`config.mk`:
```
export PLATFORM = sky130hd
export DESIGN_NAME = split_initiator_flat
export DESIGN_NICKNAME = d
export VERILOG_FILES = /design/src/rtl/bus_pkg.sv /design/src/rtl/split_initiator_if.sv /design/src/rtl/timeout_counter.sv /design/src/rtl/split_initiator.sv /design/src/flat_wrapper.sv
export SDC_FILE = /design/constraint.sdc
export NUM_CORES = 1
export LEC_CHECK = 0
export BUFFER_PORTS_ARGS = -buffer_cell sky130_fd_sc_hd__buf_2
export CAP_MARGIN = 10
export CELL_PAD_IN_SITES_DETAIL_PLACEMENT = 0
export CELL_PAD_IN_SITES_GLOBAL_PLACEMENT = 1
export CORE_ASPECT_RATIO = 0.75
export CORE_UTILIZATION = 38
export CTS_BUF_LIST = sky130_fd_sc_hd__clkbuf_8
export CTS_CLUSTER_SIZE = 40
export DETAILED_ROUTE_END_ITERATION = 8
export PLACE_DENSITY_LB_ADDON = 0.1
export SLEW_MARGIN = 20
export SYNTH_ARGS = -nofsm -noshare
export SYNTH_HDL_FRONTEND = slang
export SYNTH_SLANG_ARGS = --single-unit
```
`constraint.sdc`:
```
create_clock -name clk -period 1.8 [get_ports clk]
set_input_delay 0.18 -clock clk [delete_from_list [all_inputs] [get_ports clk]]
set_output_delay 0.18 -clock clk [all_outputs]
set_load 0.05 [all_outputs]
```
`src/rtl/bus_pkg.sv`:
```
// rtl/bus_pkg.sv - shared types and constants for the split-transaction bus initiator
package bus_pkg;
  typedef enum logic [2:0] {
    IDLE,
    REQ_BUS,
    ADDR,
    WAIT_RESP,
    SPLIT_WAIT
  } state_t;

  localparam logic RW_WRITE = 1'b1;
  localparam logic RW_READ  = 1'b0;

  localparam int DEFAULT_ADDR_W = 16;
endpackage

```
`src/rtl/split_initiator_if.sv`:
```
// rtl/split_initiator_if.sv - local command/response and bus-side signals of the split initiator
interface split_initiator_if
  import bus_pkg::*;
#(
  parameter int ADDR_W = DEFAULT_ADDR_W
);
  logic              cmd_valid;
  logic              cmd_ready;
  logic [ADDR_W-1:0] cmd_addr;
  logic [7:0]        cmd_wdata;
  logic              cmd_rw;
  logic              rsp_valid;
  logic [7:0]        rsp_rdata;
  logic              rsp_err;
  logic              bus_req;
  logic              bus_grant;
  logic              split_pending;
  logic [ADDR_W-1:0] init_addr_out;
  logic              init_addr_valid;
  logic [7:0]        init_data_out;
  logic              init_data_valid;
  logic              init_rw;
  logic              init_ack;
  logic              init_split_ack;
  logic [7:0]        init_data_in;
  logic              init_data_in_valid;
  logic              init_target_ready;

  modport master (
    input  cmd_valid, cmd_addr, cmd_wdata, cmd_rw, bus_grant,
           init_ack, init_split_ack, init_data_in, init_data_in_valid, init_target_ready,
    output cmd_ready, rsp_valid, rsp_rdata, rsp_err, bus_req, split_pending,
           init_addr_out, init_addr_valid, init_data_out, init_data_valid, init_rw
  );

  modport slave (
    output cmd_valid, cmd_addr, cmd_wdata, cmd_rw, bus_grant,
           init_ack, init_split_ack, init_data_in, init_data_in_valid, init_target_ready,
    input  cmd_ready, rsp_valid, rsp_rdata, rsp_err, bus_req, split_pending,
           init_addr_out, init_addr_valid, init_data_out, init_data_valid, init_rw
  );
endinterface

```
`src/rtl/timeout_counter.sv`:
```
// rtl/timeout_counter.sv - saturating wait counter; expired flags the last allowed cycle
module timeout_counter #(
  parameter int LIMIT = 64
) (
  input  logic clk,
  input  logic rst_n,
  input  logic clear,
  input  logic enable,
  output logic expired
);
  localparam int CW = (LIMIT > 0) ? $clog2(LIMIT + 1) : 1;
  localparam logic [CW-1:0] CMAX = {CW{1'b1}};
  localparam logic [CW-1:0] LAST = (LIMIT > 0) ? CW'(LIMIT - 1) : '0;

  logic [CW-1:0] count;

  // clear has priority so a phase change restarts the wait from zero
  always_ff @(posedge clk or negedge rst_n) begin
    if (!rst_n) begin
      count <= '0;
    end else if (clear) begin
      count <= '0;
    end else if (enable && (count != CMAX)) begin
      count <= count + 1'b1;
    end
  end

  assign expired = (LIMIT != 0) && enable && (count == LAST);
endmodule

```
`src/rtl/split_initiator.sv`:
```
// rtl/split_initiator.sv - split-transaction bus initiator issuing single-byte reads/writes
module split_initiator
  import bus_pkg::*;
#(
  parameter int TIMEOUT_CYCLES = 64,
  parameter int ADDR_W         = DEFAULT_ADDR_W
) (
  input logic             clk,
  input logic             rst_n,
  split_initiator_if.master bus
);
  state_t            state, state_d;
  logic              cmd_ready_q, cmd_ready_d;
  logic              bus_req_q, bus_req_d;
  logic              split_q, split_d;
  logic              rsp_valid_q, rsp_valid_d;
  logic [7:0]        rsp_rdata_q, rsp_rdata_d;
  logic              rsp_err_q, rsp_err_d;
  logic [ADDR_W-1:0] addr_out_q, addr_out_d;
  logic              addr_valid_q, addr_valid_d;
  logic [7:0]        data_out_q, data_out_d;
  logic              data_valid_q, data_valid_d;
  logic              rw_out_q, rw_out_d;
  logic [ADDR_W-1:0] lat_addr_q, lat_addr_d;
  logic [7:0]        lat_wdata_q, lat_wdata_d;
  logic              lat_rw_q, lat_rw_d;

  logic       tmo_clear, tmo_enable, tmo_expired;
  logic       done;
  logic [7:0] done_data;

  timeout_counter #(.LIMIT(TIMEOUT_CYCLES)) u_timeout (
    .clk     (clk),
    .rst_n   (rst_n),
    .clear   (tmo_clear),
    .enable  (tmo_enable),
    .expired (tmo_expired)
  );

  always_comb begin
    state_d      = state;
    cmd_ready_d  = 1'b0;
    bus_req_d    = bus_req_q;
    split_d      = split_q;
    rsp_valid_d  = 1'b0;
    rsp_rdata_d  = rsp_rdata_q;
    rsp_err_d    = rsp_err_q;
    addr_out_d   = addr_out_q;
    addr_valid_d = 1'b0;
    data_out_d   = data_out_q;
    data_valid_d = 1'b0;
    rw_out_d     = rw_out_q;
    lat_addr_d   = lat_addr_q;
    lat_wdata_d  = lat_wdata_q;
    lat_rw_d     = lat_rw_q;
    tmo_clear    = 1'b0;
    tmo_enable   = 1'b0;
    done         = 1'b0;
    done_data    = 8'h00;

    case (state)
      IDLE: begin
        if (bus.cmd_valid && cmd_ready_q) begin
          lat_addr_d  = bus.cmd_addr;
          lat_wdata_d = bus.cmd_wdata;
          lat_rw_d    = bus.cmd_rw;
          bus_req_d   = 1'b1;
          state_d     = REQ_BUS;
        end else begin
          cmd_ready_d = 1'b1;
        end
      end
      REQ_BUS: begin
        if (bus.bus_grant && bus.init_target_ready) begin
          addr_valid_d = 1'b1;
          addr_out_d   = lat_addr_q;
          rw_out_d     = lat_rw_q;
          data_out_d   = lat_wdata_q;
          data_valid_d = (lat_rw_q == RW_WRITE);
          state_d      = ADDR;
        end
      end
      ADDR: begin
        tmo_clear = 1'b1;
        state_d   = WAIT_RESP;
      end
      WAIT_RESP: begin
        tmo_enable = 1'b1;
        if (bus.init_ack && (lat_rw_q == RW_WRITE)) begin
          done = 1'b1;
        end else if (bus.init_ack && bus.init_data_in_valid) begin
          done      = 1'b1;
          done_data = bus.init_data_in;
        end else if (!tmo_expired && bus.init_split_ack && !bus.init_ack) begin
          // target deferred the read: free the bus and restart the wait budget
          bus_req_d = 1'b0;
          split_d   = 1'b1;
          tmo_clear = 1'b1;
          state_d   = SPLIT_WAIT;
        end
      end
      SPLIT_WAIT: begin
        tmo_enable = 1'b1;
        if (bus.init_ack && bus.init_data_in_valid) begin
          done      = 1'b1;
          done_data = bus.init_data_in;
        end
      end
      default: state_d = IDLE;
    endcase

    if (done || (tmo_expired && (state_d == state))) begin
      rsp_valid_d = 1'b1;
      rsp_err_d   = !done;
      rsp_rdata_d = done ? done_data : 8'h00;
      bus_req_d   = 1'b0;
      split_d     = 1'b0;
      state_d     = IDLE;
    end
  end

  always_ff @(posedge clk or negedge rst_n) begin
    if (!rst_n) begin
      state        <= IDLE;
      cmd_ready_q  <= 1'b0;
      bus_req_q    <= 1'b0;
      split_q      <= 1'b0;
      rsp_valid_q  <= 1'b0;
      rsp_rdata_q  <= 8'h00;
      rsp_err_q    <= 1'b0;
      addr_out_q   <= '0;
      addr_valid_q <= 1'b0;
      data_out_q   <= 8'h00;
      data_valid_q <= 1'b0;
      rw_out_q     <= 1'b0;
      lat_addr_q   <= '0;
      lat_wdata_q  <= 8'h00;
      lat_rw_q     <= 1'b0;
    end else begin
      state        <= state_d;
      cmd_ready_q  <= cmd_ready_d;
      bus_req_q    <= bus_req_d;
      split_q      <= split_d;
      rsp_valid_q  <= rsp_valid_d;
      rsp_rdata_q  <= rsp_rdata_d;
      rsp_err_q    <= rsp_err_d;
      addr_out_q   <= addr_out_d;
      addr_valid_q <= addr_valid_d;
      data_out_q   <= data_out_d;
      data_valid_q <= data_valid_d;
      rw_out_q     <= rw_out_d;
      lat_addr_q   <= lat_addr_d;
      lat_wdata_q  <= lat_wdata_d;
      lat_rw_q     <= lat_rw_d;
    end
  end

  assign bus.cmd_ready       = cmd_ready_q;
  assign bus.bus_req         = bus_req_q;
  assign bus.split_pending   = split_q;
  assign bus.rsp_valid       = rsp_valid_q;
  assign bus.rsp_rdata       = rsp_rdata_q;
  assign bus.rsp_err         = rsp_err_q;
  assign bus.init_addr_out   = addr_out_q;
  assign bus.init_addr_valid = addr_valid_q;
  assign bus.init_data_out   = data_out_q;
  assign bus.init_data_valid = data_valid_q;
  assign bus.init_rw         = rw_out_q;
endmodule
```
`src/flat_wrapper.sv`:
```
// flat-port wrapper written by rule: the top's interface ports become plain ports
module split_initiator_flat import bus_pkg::*;
#(
  parameter int TIMEOUT_CYCLES = 64,
  parameter int ADDR_W         = DEFAULT_ADDR_W
)
  (clk, rst_n, bus_cmd_valid, bus_cmd_addr, bus_cmd_wdata, bus_cmd_rw, bus_bus_grant, bus_init_ack, bus_init_split_ack, bus_init_data_in, bus_init_data_in_valid, bus_init_target_ready, bus_cmd_ready, bus_rsp_valid, bus_rsp_rdata, bus_rsp_err, bus_bus_req, bus_split_pending, bus_init_addr_out, bus_init_addr_valid, bus_init_data_out, bus_init_data_valid, bus_init_rw);
  split_initiator_if #(.ADDR_W(ADDR_W)) bus_i ();
  input logic clk;
  input logic rst_n;
  input wire logic [$bits(bus_i.cmd_valid)-1:0] bus_cmd_valid;
  input wire logic [$bits(bus_i.cmd_addr)-1:0] bus_cmd_addr;
  input wire logic [$bits(bus_i.cmd_wdata)-1:0] bus_cmd_wdata;
  input wire logic [$bits(bus_i.cmd_rw)-1:0] bus_cmd_rw;
  input wire logic [$bits(bus_i.bus_grant)-1:0] bus_bus_grant;
  input wire logic [$bits(bus_i.init_ack)-1:0] bus_init_ack;
  input wire logic [$bits(bus_i.init_split_ack)-1:0] bus_init_split_ack;
  input wire logic [$bits(bus_i.init_data_in)-1:0] bus_init_data_in;
  input wire logic [$bits(bus_i.init_data_in_valid)-1:0] bus_init_data_in_valid;
  input wire logic [$bits(bus_i.init_target_ready)-1:0] bus_init_target_ready;
  output wire logic [$bits(bus_i.cmd_ready)-1:0] bus_cmd_ready;
  output wire logic [$bits(bus_i.rsp_valid)-1:0] bus_rsp_valid;
  output wire logic [$bits(bus_i.rsp_rdata)-1:0] bus_rsp_rdata;
  output wire logic [$bits(bus_i.rsp_err)-1:0] bus_rsp_err;
  output wire logic [$bits(bus_i.bus_req)-1:0] bus_bus_req;
  output wire logic [$bits(bus_i.split_pending)-1:0] bus_split_pending;
  output wire logic [$bits(bus_i.init_addr_out)-1:0] bus_init_addr_out;
  output wire logic [$bits(bus_i.init_addr_valid)-1:0] bus_init_addr_valid;
  output wire logic [$bits(bus_i.init_data_out)-1:0] bus_init_data_out;
  output wire logic [$bits(bus_i.init_data_valid)-1:0] bus_init_data_valid;
  output wire logic [$bits(bus_i.init_rw)-1:0] bus_init_rw;
  assign bus_i.cmd_valid = bus_cmd_valid;
  assign bus_i.cmd_addr = bus_cmd_addr;
  assign bus_i.cmd_wdata = bus_cmd_wdata;
  assign bus_i.cmd_rw = bus_cmd_rw;
  assign bus_i.bus_grant = bus_bus_grant;
  assign bus_i.init_ack = bus_init_ack;
  assign bus_i.init_split_ack = bus_init_split_ack;
  assign bus_i.init_data_in = bus_init_data_in;
  assign bus_i.init_data_in_valid = bus_init_data_in_valid;
  assign bus_i.init_target_ready = bus_init_target_ready;
  assign bus_cmd_ready = bus_i.cmd_ready;
  assign bus_rsp_valid = bus_i.rsp_valid;
  assign bus_rsp_rdata = bus_i.rsp_rdata;
  assign bus_rsp_err = bus_i.rsp_err;
  assign bus_bus_req = bus_i.bus_req;
  assign bus_split_pending = bus_i.split_pending;
  assign bus_init_addr_out = bus_i.init_addr_out;
  assign bus_init_addr_valid = bus_i.init_addr_valid;
  assign bus_init_data_out = bus_i.init_data_out;
  assign bus_init_data_valid = bus_i.init_data_valid;
  assign bus_init_rw = bus_i.init_rw;
  split_initiator #(.TIMEOUT_CYCLES(TIMEOUT_CYCLES), .ADDR_W(ADDR_W)) u_core (.clk(clk), .rst_n(rst_n), .bus(bus_i));
endmodule
```
== After elaboration in Yosys (flattened, before gate mapping) ==
Index checks and enable logic that the tools add are counted.
Operators by class
  add/sub/neg operators: 1
  equal/unequal tests: 13
  muxes and demuxes: 39
  reduce and logical (&&, ||, !) cells: 23
Operator list (number)
  $mux W8: 3
  $mux W1: 23
  $mux W3: 6
  $pmux W8 S2: 1
  $pmux W3 S5: 1
  $mux W7: 2
  $logic_and A1 B1 Y1: 9
  $add A7 B1 Y7 const B: 1
  $eq A7 B6 Y1 const B: 1
  $ne A7 B7 Y1 const B: 1
  $eq A3 B2 Y1 const B: 2
  $ne A3 B1 Y1 const B: 2
  $ne A3 B3 Y1 const B: 2
  $pmux W1 S2: 3
  $reduce_bool A2 Y1: 3
  $reduce_and A5 Y1: 1
  $ne A2 B2 Y1 const B: 2
  $reduce_and A2 Y1: 2
  $reduce_and A4 Y1: 1
  $eq A3 B1 Y1 const B: 1
  $eq A3 B3 Y1: 1
  $eq A3 B3 Y1 const B: 1
  $logic_not A1 Y1: 3
  $logic_not A3 Y1: 1
  other kinds (3): 3
Word-level totals
  register bits: 75
  input bits: 41
  output and inout port bits: 40
  logic and storage cells: 92

== Logic depth before layout (Yosys ltp) ==
Gate-level depths: netlist of run 1.
  depth after elaboration: 16
  gate-level depth with buffers: 8
  gate-level depth less buffers: 5

== Cells and area by module ==
Synthesis of run 1 repeated with hierarchy kept, for this count alone.
Unflattened totals
  cells, all modules: 216
  area, all modules: 3106.7 µm²
Modules (own cells, without submodules)
  split_initiator: times used 1, cells an instance 172, area an instance 2683.8 µm², sequential area each 1701.6 µm²
  timeout_counter: times used 1, cells an instance 44, area an instance 422.9 µm², sequential area each 175.2 µm²

== Least setup slack after synthesis of run 1 ==
OpenSTA, ideal clock, no wires.
  kind: register -> register
  start point: register u_core.cmd_ready_q (netlist: u_core.bus.cmd_ready)
  end point: register u_core.lat_addr_q[10]
  library setup time: 125 ps
  data arrival time: 1896 ps
  path slack: -221 ps
  stages on the path, launching flop included: 5
  buffers on the path: 1
  path through: dfrtp_1 > nand2_1 > nor4_2 > buf_2 > mux2_2
Between the ends
  cells in the longest elaborated chain, start to end: 2
Ends and longest elaborated chain
  start: declaration: line split_initiator.sv:13  | logic cmd_ready_q, cmd_ready_d;
  start signal: assignment: line split_initiator.sv:141  | cmd_ready_q <= cmd_ready_d;
  $logic_and A1 B1 Y1: line split_initiator.sv:63  | if (bus.cmd_valid && cmd_ready_q) begin
  $reduce_and A2 Y1 (no line)
  end signal: assignment: line split_initiator.sv:152  | lat_addr_q <= lat_addr_d;
  end: declaration: line split_initiator.sv:24  | logic [ADDR_W-1:0] lat_addr_q, lat_addr_d;
No other way between the ends.
A chain may end at the register's enable or synchronous reset.

== Final worst setup path of run 1 ==
  start point: register u_core.state[1]
  end point: register u_core.rsp_rdata_q[0] (netlist: u_core.bus.rsp_rdata[0])
Between the ends
  cells in the longest elaborated chain, start to end: 14
  elaborated cells between the ends (all ways): 23
Ends and longest elaborated chain
  start: declaration: line split_initiator.sv:12  | state_t state, state_d;
  start signal: assignment: line split_initiator.sv:140  | state <= state_d;
  $eq A3 B2 Y1 or $eq A3 B3 Y1 (tied branches): line split_initiator.sv:61  | case (state)
  $reduce_or A2 Y1 (no line)
  $mux W1: line split_initiator.sv:61
  $logic_and A1 B1 Y1: line timeout_counter.sv:28  | assign expired = (LIMIT != 0) && enable && (count == LAST);
  $logic_not A1 Y1: line split_initiator.sv:94  | end else if (!tmo_expired && bus.init_split_ack && !bus.init_ack) begin
  $logic_and A1 B1 Y1 (2 in series): line split_initiator.sv:94
  $mux W3: line split_initiator.sv:94
  $mux W3: line split_initiator.sv:91  | end else if (bus.init_ack && bus.init_data_in_valid) begin
  $mux W3: line split_initiator.sv:89  | if (bus.init_ack && (lat_rw_q == RW_WRITE)) begin
  $pmux W3 S5: line split_initiator.sv:61
  $eq A3 B3 Y1: line split_initiator.sv:112  | if (done || (tmo_expired && (state_d == state))) begin
  $logic_and A1 B1 Y1: line split_initiator.sv:112
  $logic_or A1 B1 Y1: line split_initiator.sv:112
  end signal: assignment: line split_initiator.sv:145  | rsp_rdata_q <= rsp_rdata_d;
  end: declaration: line split_initiator.sv:17  | logic [7:0] rsp_rdata_q, rsp_rdata_d;
Several ways; a longest one is shown, not always the timed one.

==> flow_metrics.tcl, run 1 <==
set metrics [dict create \
    status "finished clean" \
    grt_max_degree 37 \
    min_path_cells 2 \
    grtUsageTotal 0.166 \
    netlist_instances 256 \
    first_pass_iters 4 \
    slew-limit-headroom 0.759 \
    synth-edff-count 0 \
    synth.ff_latch_count 75 \
    pin_count 81 \
    wl_met2_um 2790 \
    p_total_mw 6.75 \
    path_max_fanout 12 \
    grt_pass1_vias 2092 \
    hold_class "input pin to flop" \
    pre_cts_ws_ns 0.00146 \
    p_leak_nw 2.00 \
    slew_viol_final 0 \
    maxUsedRoutingLayer "met4" \
    worst_pin_slew_ns 0.357 \
    placed_cells 442 \
    grt_pass1_wl_um 10500 \
    fin_crit_sh 0.989 \
    rrSetupSlack_ns 0.02 \
    stdcell_count 461 \
    cts_tree "done" \
    routedWlPerCell_um 13.7 \
    dp_hpwl_um 4310 \
    drv_cap 0 \
    wirelength_um 6320 \
    htreeDepth 3 \
    vdd_ir_drop_max_v 0.000785 \
    intPower_mw 3.81 \
    ys.flop_type "dfrtp_1" \
    cts_root_buffer "clkbuf_8" \
    hold_violations 0 \
    insertion_delay_ns 0.34 \
    place_congestion 0.795 \
    worst-setup-path-type "flop to flop" \
    cp_top_family "compound AO/OA/AOI/OAI gates" \
    clock-sinks 75 \
    die_w_um 105 \
    first_iter_violations 70 \
    ys_types 40 \
    cp-end-kind "flop" \
    r2r_end "u_core.bus.rsp_rdata[0]" \
    syn_avg_cell_area_um2 11.7 \
    grt_overflow 0 \
    row_count 27 \
    area_growth_pct 27.9 \
    critPathBufInv 1 \
    fin_tns_setup_ns 0 \
    combPwrFrac 0.444 \
    netlist_area_um2 3000 \
    antenna_found_initial 0 \
    diodes 0 \
    cpPeakStageDelay_ns 0.44 \
    path_clk_slew_ns 0.07 \
    clkPwrFrac 0.160 \
    min_period_ns 1.78 \
    wl_met3_um 412 \
    power_density_nw_per_um2 1760 \
    final_nets 397 \
    fin_worst_skew_ns 0.0113 \
    seq_power_share 0.396 \
    numCtsBuffers 9 \
    core_area_um2 7500 \
    whs_endpoint "u_core.bus.cmd_ready" \
    cp.arrival_ns 2.01 \
    syn_nets 298 \
    switchingPower_mw 2.94 \
    worst_path_max_delay_cell "or3b_4" \
    layout_setup_ws_ns 0.0198 \
    required_ns 2.03 \
    numPortBuffers 80 \
    vias_per_cell 4.75 \
    wl_met1_um 3070 \
    die_area_um2 8260 \
    fmax_mhz 562 \
    swShare 0.436 \
    num_vias 2188 \
    start_util 0.400 \
    holdCritStartpoint "bus_cmd_valid" \
    clk_path_buf_depth 2 \
    crit_chain "or3b_4 -> a2111oi_4 -> a311oi_2 -> buf_6 -> a22o_1" \
    drtAntennaViolNets 0 \
    synth.most_common_cell "nand2_1" \
    drive_above_1_share 0.408 \
    r2r_start "u_core.state[1]" \
    ys_top_cells_by_area "dfrtp_1 (63%), nand2_1 (9.6%), mux2_2 (9.4%)" \
    final_core_util 0.512 \
    synth_top_area_cell "dfrtp_1" \
    synth_commonest_cells "nand2_1 (77), dfrtp_1 (75), mux2_2 (25)" \
    finalSetupViolCount 0 \
    rr_worst_depth 5 \
    rsz0062_at_grt "yes" \
    die_y_um 79.0 \
    yosysWarnings 0 \
    yosysTopAreaCellShare 0.626 \
    drc 0 \
    async_flop_share 1.00 \
    worstSetupStartpointType "flop" \
    yosysSeqAreaShare 0.626 \
]
==> placed cells by master (no fill, tap or decap), types with 2 or more instances in the layout <==
cell type / synthesis / layout
a21boi_0: 2 / 2
a21oi_1: 7 / 7
a22o_1: 8 / 8
a311oi_1: 2 / 2
and3_1: 3 / 3
buf_12: 0 / 3
buf_2: 3 / 79
buf_4: 1 / 16
clkbuf_8: 0 / 9
clkinv_2: 0 / 3
clkinvlp_4: 0 / 2
dfrtp_1: 75 / 74
inv_1: 5 / 7
mux2_2: 25 / 25
nand2_1: 77 / 77
nand3_1: 4 / 3
nor2_1: 6 / 6
o21ai_0: 3 / 3
o31ai_1: 2 / 2
or3_1: 3 / 3
==> per-layer routing <==
metal / up-vias / global-route usage
met2: 59 / 0.244
met3: 4 / 0.0755
li1: 1071 / -
met5: - / 0
met1: 1054 / 0.224
met4: 0 / 0.0394
==> area by class of cell <==
| cell class | instances | area [µm²] |
|---|---|---|
| Clock inverter | 7 | 37.5 |
| Multi-Input combinational cell | 163 | 1050 |
| Tap cell | 101 | 126 |
| Inverter | 6 | 22.5 |
| Sequential cell | 75 | 1880 |
| Clock buffer | 9 | 124 |
| Fill cell | 742 | 3660 |
| Timing Repair Buffer | 100 | 597 |
==> metrics by stage <==
step / area (µm²) / hold slack [ns]
after global routing: 3840 / 0.0216
final: 3840 / 0.0438
after detailed placement: 3640 / 0.129
after CTS: 3820 / 0.0300
after floorplan: 3010 / -0.116
after global placement: 3640 / 0.127
==> state kept, by name, summed over array words and instances (netlist names), 3 cells and up <==
| name | flops |
|---|---|
| u_core.bus.rsp_rdata | 8 |
| u_core.lat_addr_q | 16 |
| u_core.bus.init_data_out | 8 |
| u_core.u_timeout.count | 7 |
| u_core.lat_wdata_q | 8 |
| u_core.state | 3 |
| u_core.bus.init_addr_out | 16 |
==> how the worst max path moves through the flow <==
stage | from | to | slack (ns) | cells past startpoint
4_1_cts | u_core.state[1] | u_core.bus.rsp_rdata[0] | -0.0006 | 5
5_1_grt | u_core.state[1] | u_core.bus.rsp_rdata[0] | -0.03 | 5
2_1_floorplan | u_core.state[1] | u_core.bus.rsp_rdata[2] | -0.03 | 6
6_report | u_core.state[1] | u_core.bus.rsp_rdata[0] | 0.02 | 5
3_5_place_dp | u_core.state[1] | u_core.bus.rsp_rdata[3] | 0.001 | 5
3_3_place_gp | u_core.state[1] | u_core.bus.rsp_rdata[4] | 0.04 | 5
==> power by group through the flow <==
stage                     Sequential, mW  Clock (mW)  Combinational, mW
final                               2.67        1.08               2.99
after CTS                           2.68        1.12               3.00
after detailed placement            2.70           0               3.00
after floorplan                     3.87           0               1.00
after global placement              2.70           0               2.97
after global routing                2.77        1.20               3.19
==> worst register-to-register path, delay by kind of cell (launching register included) <==
kind / cells / cell delay (ns)
AOI/OAI and AO/OA: 3 / 0.67
and+or+nand+nor: 1 / 0.44
DFF: 1 / 0.38
buffers and inverters: 1 / 0.17
==> cells by family after synthesis <==
group,synth area share
flip-flops,0.626
buffers and inverters,0.0300
AO/OA/AOI/OAI,0.0917
multiplexers,0.0972
AND/OR/NAND/NOR,0.148
adder cells (fa/ha/maj),0.00417
XOR/XNOR,0.00292
==> timing repair <==
item	4_1_cts	5_1_grt
hold buffers	1	0
buffers inserted	1	1
pin swaps	0	1
gates resized for setup	0	3
setup endpoints to repair	3	16
hold endpoints to repair	25	0
No activity file was read; power rests on OpenSTA's default activity.
==> run 2, diff against run 1 <==
==> constraint.sdc (replaced) <==
create_clock -name clk -period 1.8 [get_ports clk]
set_input_delay 0.45 -clock clk [delete_from_list [all_inputs] [get_ports clk]]
set_output_delay 0.45 -clock clk [all_outputs]
set_load 0.05 [all_outputs]
==> run 2 against run 1 <==
Sequential power hardly changed. Non-clock buffer count is 1 higher. Critical path depth is 1 higher. Critical path type unchanged. Fmax is 0.94% higher. Largest power group unchanged. Worst hold slack better by 0.26 ns.
==> flow_metrics.tcl, run 2 (synthesis results as in run 1) <==
set metrics [dict create \
    cts_root_buffer "clkbuf_8" \
    worst-setup-path-type "flop to flop" \
    fin_worst_skew_ns 0.00943 \
    wl_met1_um 3290 \
    path_clk_slew_ns 0.08 \
    holdCritStartpoint "bus_cmd_valid" \
    worst_path_max_delay_cell "dfrtp_1" \
    core_area_um2 7500 \
    area_growth_pct 30.4 \
    clk_path_buf_depth 2 \
    cpPeakStageDelay_ns 0.40 \
    first_pass_iters 6 \
    numCtsBuffers 9 \
    cp_top_family "buffers and inverters" \
    final_nets 398 \
    combPwrFrac 0.427 \
    drtAntennaViolNets 0 \
    htreeDepth 3 \
    final_core_util 0.522 \
    num_vias 2182 \
    slew-limit-headroom 0.786 \
    critPathBufInv 4 \
    fmax_mhz 567 \
    path_max_fanout 13 \
    final_cell_mix "buf_2 (79), nand2_1 (77), dfrtp_1 (74)" \
    insertion_delay_ns 0.35 \
    rrSetupSlack_ns 0.04 \
    seq_power_share 0.386 \
    hold_class "input pin to flop" \
    min_path_cells 2 \
    vias_per_cell 4.72 \
    cp-startpoint "u_core.state[1]" \
    wl_met3_um 351 \
    pin_count 81 \
    p_leak_nw 2.03 \
    maxUsedRoutingLayer "met4" \
    cp_num_cells 6 \
    routedWlPerCell_um 14.0 \
    cp-end-kind "flop" \
    multiInputGateArea_um2 1060 \
    hold_violations 0 \
    start_util 0.400 \
    wirelength_um 6460 \
    numPortBuffers 80 \
    grt_overflow 0 \
    place_congestion 0.799 \
    drc 0 \
    die_w_um 105 \
    power_density_nw_per_um2 1790 \
    clock-sinks 75 \
    intPower_mw 4.02 \
    drv_cap 0 \
    wl_met2_um 2780 \
    cp.arrival_ns 2.00 \
    swShare 0.426 \
    cts_tree "done" \
    antenna_found_initial 0 \
    finalSetupViolCount 0 \
    worst_pin_slew_ns 0.313 \
    vdd_ir_drop_max_v 0.000739 \
    grt_max_degree 49 \
    first_iter_violations 83 \
    crit_chain "buf_4 -> buf_4 -> nor4_4 -> buf_4 -> clkbuf_16 -> mux2_2" \
    min_period_ns 1.76 \
    die_area_um2 8260 \
    die_y_um 79.0 \
    diodes 0 \
    worstSetupStartpointType "flop" \
    fill_cells 711 \
    grt_pass1_wl_um 10500 \
    dp_hpwl_um 4280 \
    required_ns 2.04 \
    rr_worst_depth 6 \
    slew_viol_final 0 \
    switchingPower_mw 2.98 \
    status "finished clean" \
    fin_tns_setup_ns 0 \
    drive_above_1_share 0.418 \
    cp_common_cell "buf_4" \
    rsz0062_at_grt "yes" \
    row_count 27 \
    grt_pass1_vias 2045 \
    seq_area_um2 1880 \
    fin_crit_sh 0.980 \
    grtUsageTotal 0.167 \
    r2r_start "u_core.state[1]" \
    layout_commonest_cell "buf_2" \
    clkPwrFrac 0.187 \
]
## run 2: changes by cell type in the layout (fill, tap and decap cells not counted), sizes merged
cell,before,now
inv,7,6
bufinv,0,1
clkinv,4,3
clkbuf,9,11
## run 2: power groups by stage
stage,registers (mW),logic (mW),clock network [mW]
floorplan,3.87,1.00,0
global placement,2.71,2.92,0
detailed placement,2.73,2.95,0
CTS,2.70,2.97,1.35
global route,2.80,3.21,1.44
finish,2.70,2.99,1.31
## run 2: metrics by stage
step                      power, mW  cells  area [µm²]  setup slack [ns]  hold WS, ns
after floorplan                4.88    256        3010           -0.0269        0.154
after global placement         5.63    440        3620            0.0165        0.294
after detailed placement       5.68    440        3620           -0.0194        0.292
after CTS                      7.03    459        3850          -0.00299        0.291
after global routing           7.45    462        3910           -0.0598        0.296
final                          7.00    462        3910            0.0364        0.306
## run 2: path summary, 6_finish.rpt
check                                              end
max                              u_core.lat_wdata_q[5]
min                               u_core.bus.cmd_ready
max reg2reg                      u_core.lat_wdata_q[5]
min reg2reg                u_core.bus.init_addr_out[8]
max in group asynchronous           u_core.bus.init_rw
min in group asynchronous  u_core.bus.init_data_out[7]
## run 2: final cells by class
cell class                 instances  area share
tap                              101      0.0323
sequential                        75       0.480
multi-input combinational        163       0.272
clock buffer                      10      0.0352
inverter                           6     0.00576
timing repair buffer             101       0.159
clock inverter                     6      0.0163
## run 2: what timing repair did
item | in CTS | in global routing
pin swaps | 0 | 1
cloned | 0 | 1
setup buffers | 2 | 2
resized for setup | 0 | 6
hold buffers | 1 | 0
endpoints found under the hold margin | 8 | 0
endpoints found under the setup margin | 8 | 17
## run 2: per-layer routing
metal	vias up	global-route usage
met2	60	0.231
met4	0	0.0549
met1	1050	0.240
li1	1067	-
met3	5	0.0599
met5	-	0
## run 2: worst reg2reg max path: stages, from the launching register on
cell       delay [ns]
dfrtp_1          0.40
buf_4            0.15
buf_4            0.15
nor4_4           0.27
buf_4            0.17
clkbuf_16        0.17
mux2_2           0.34
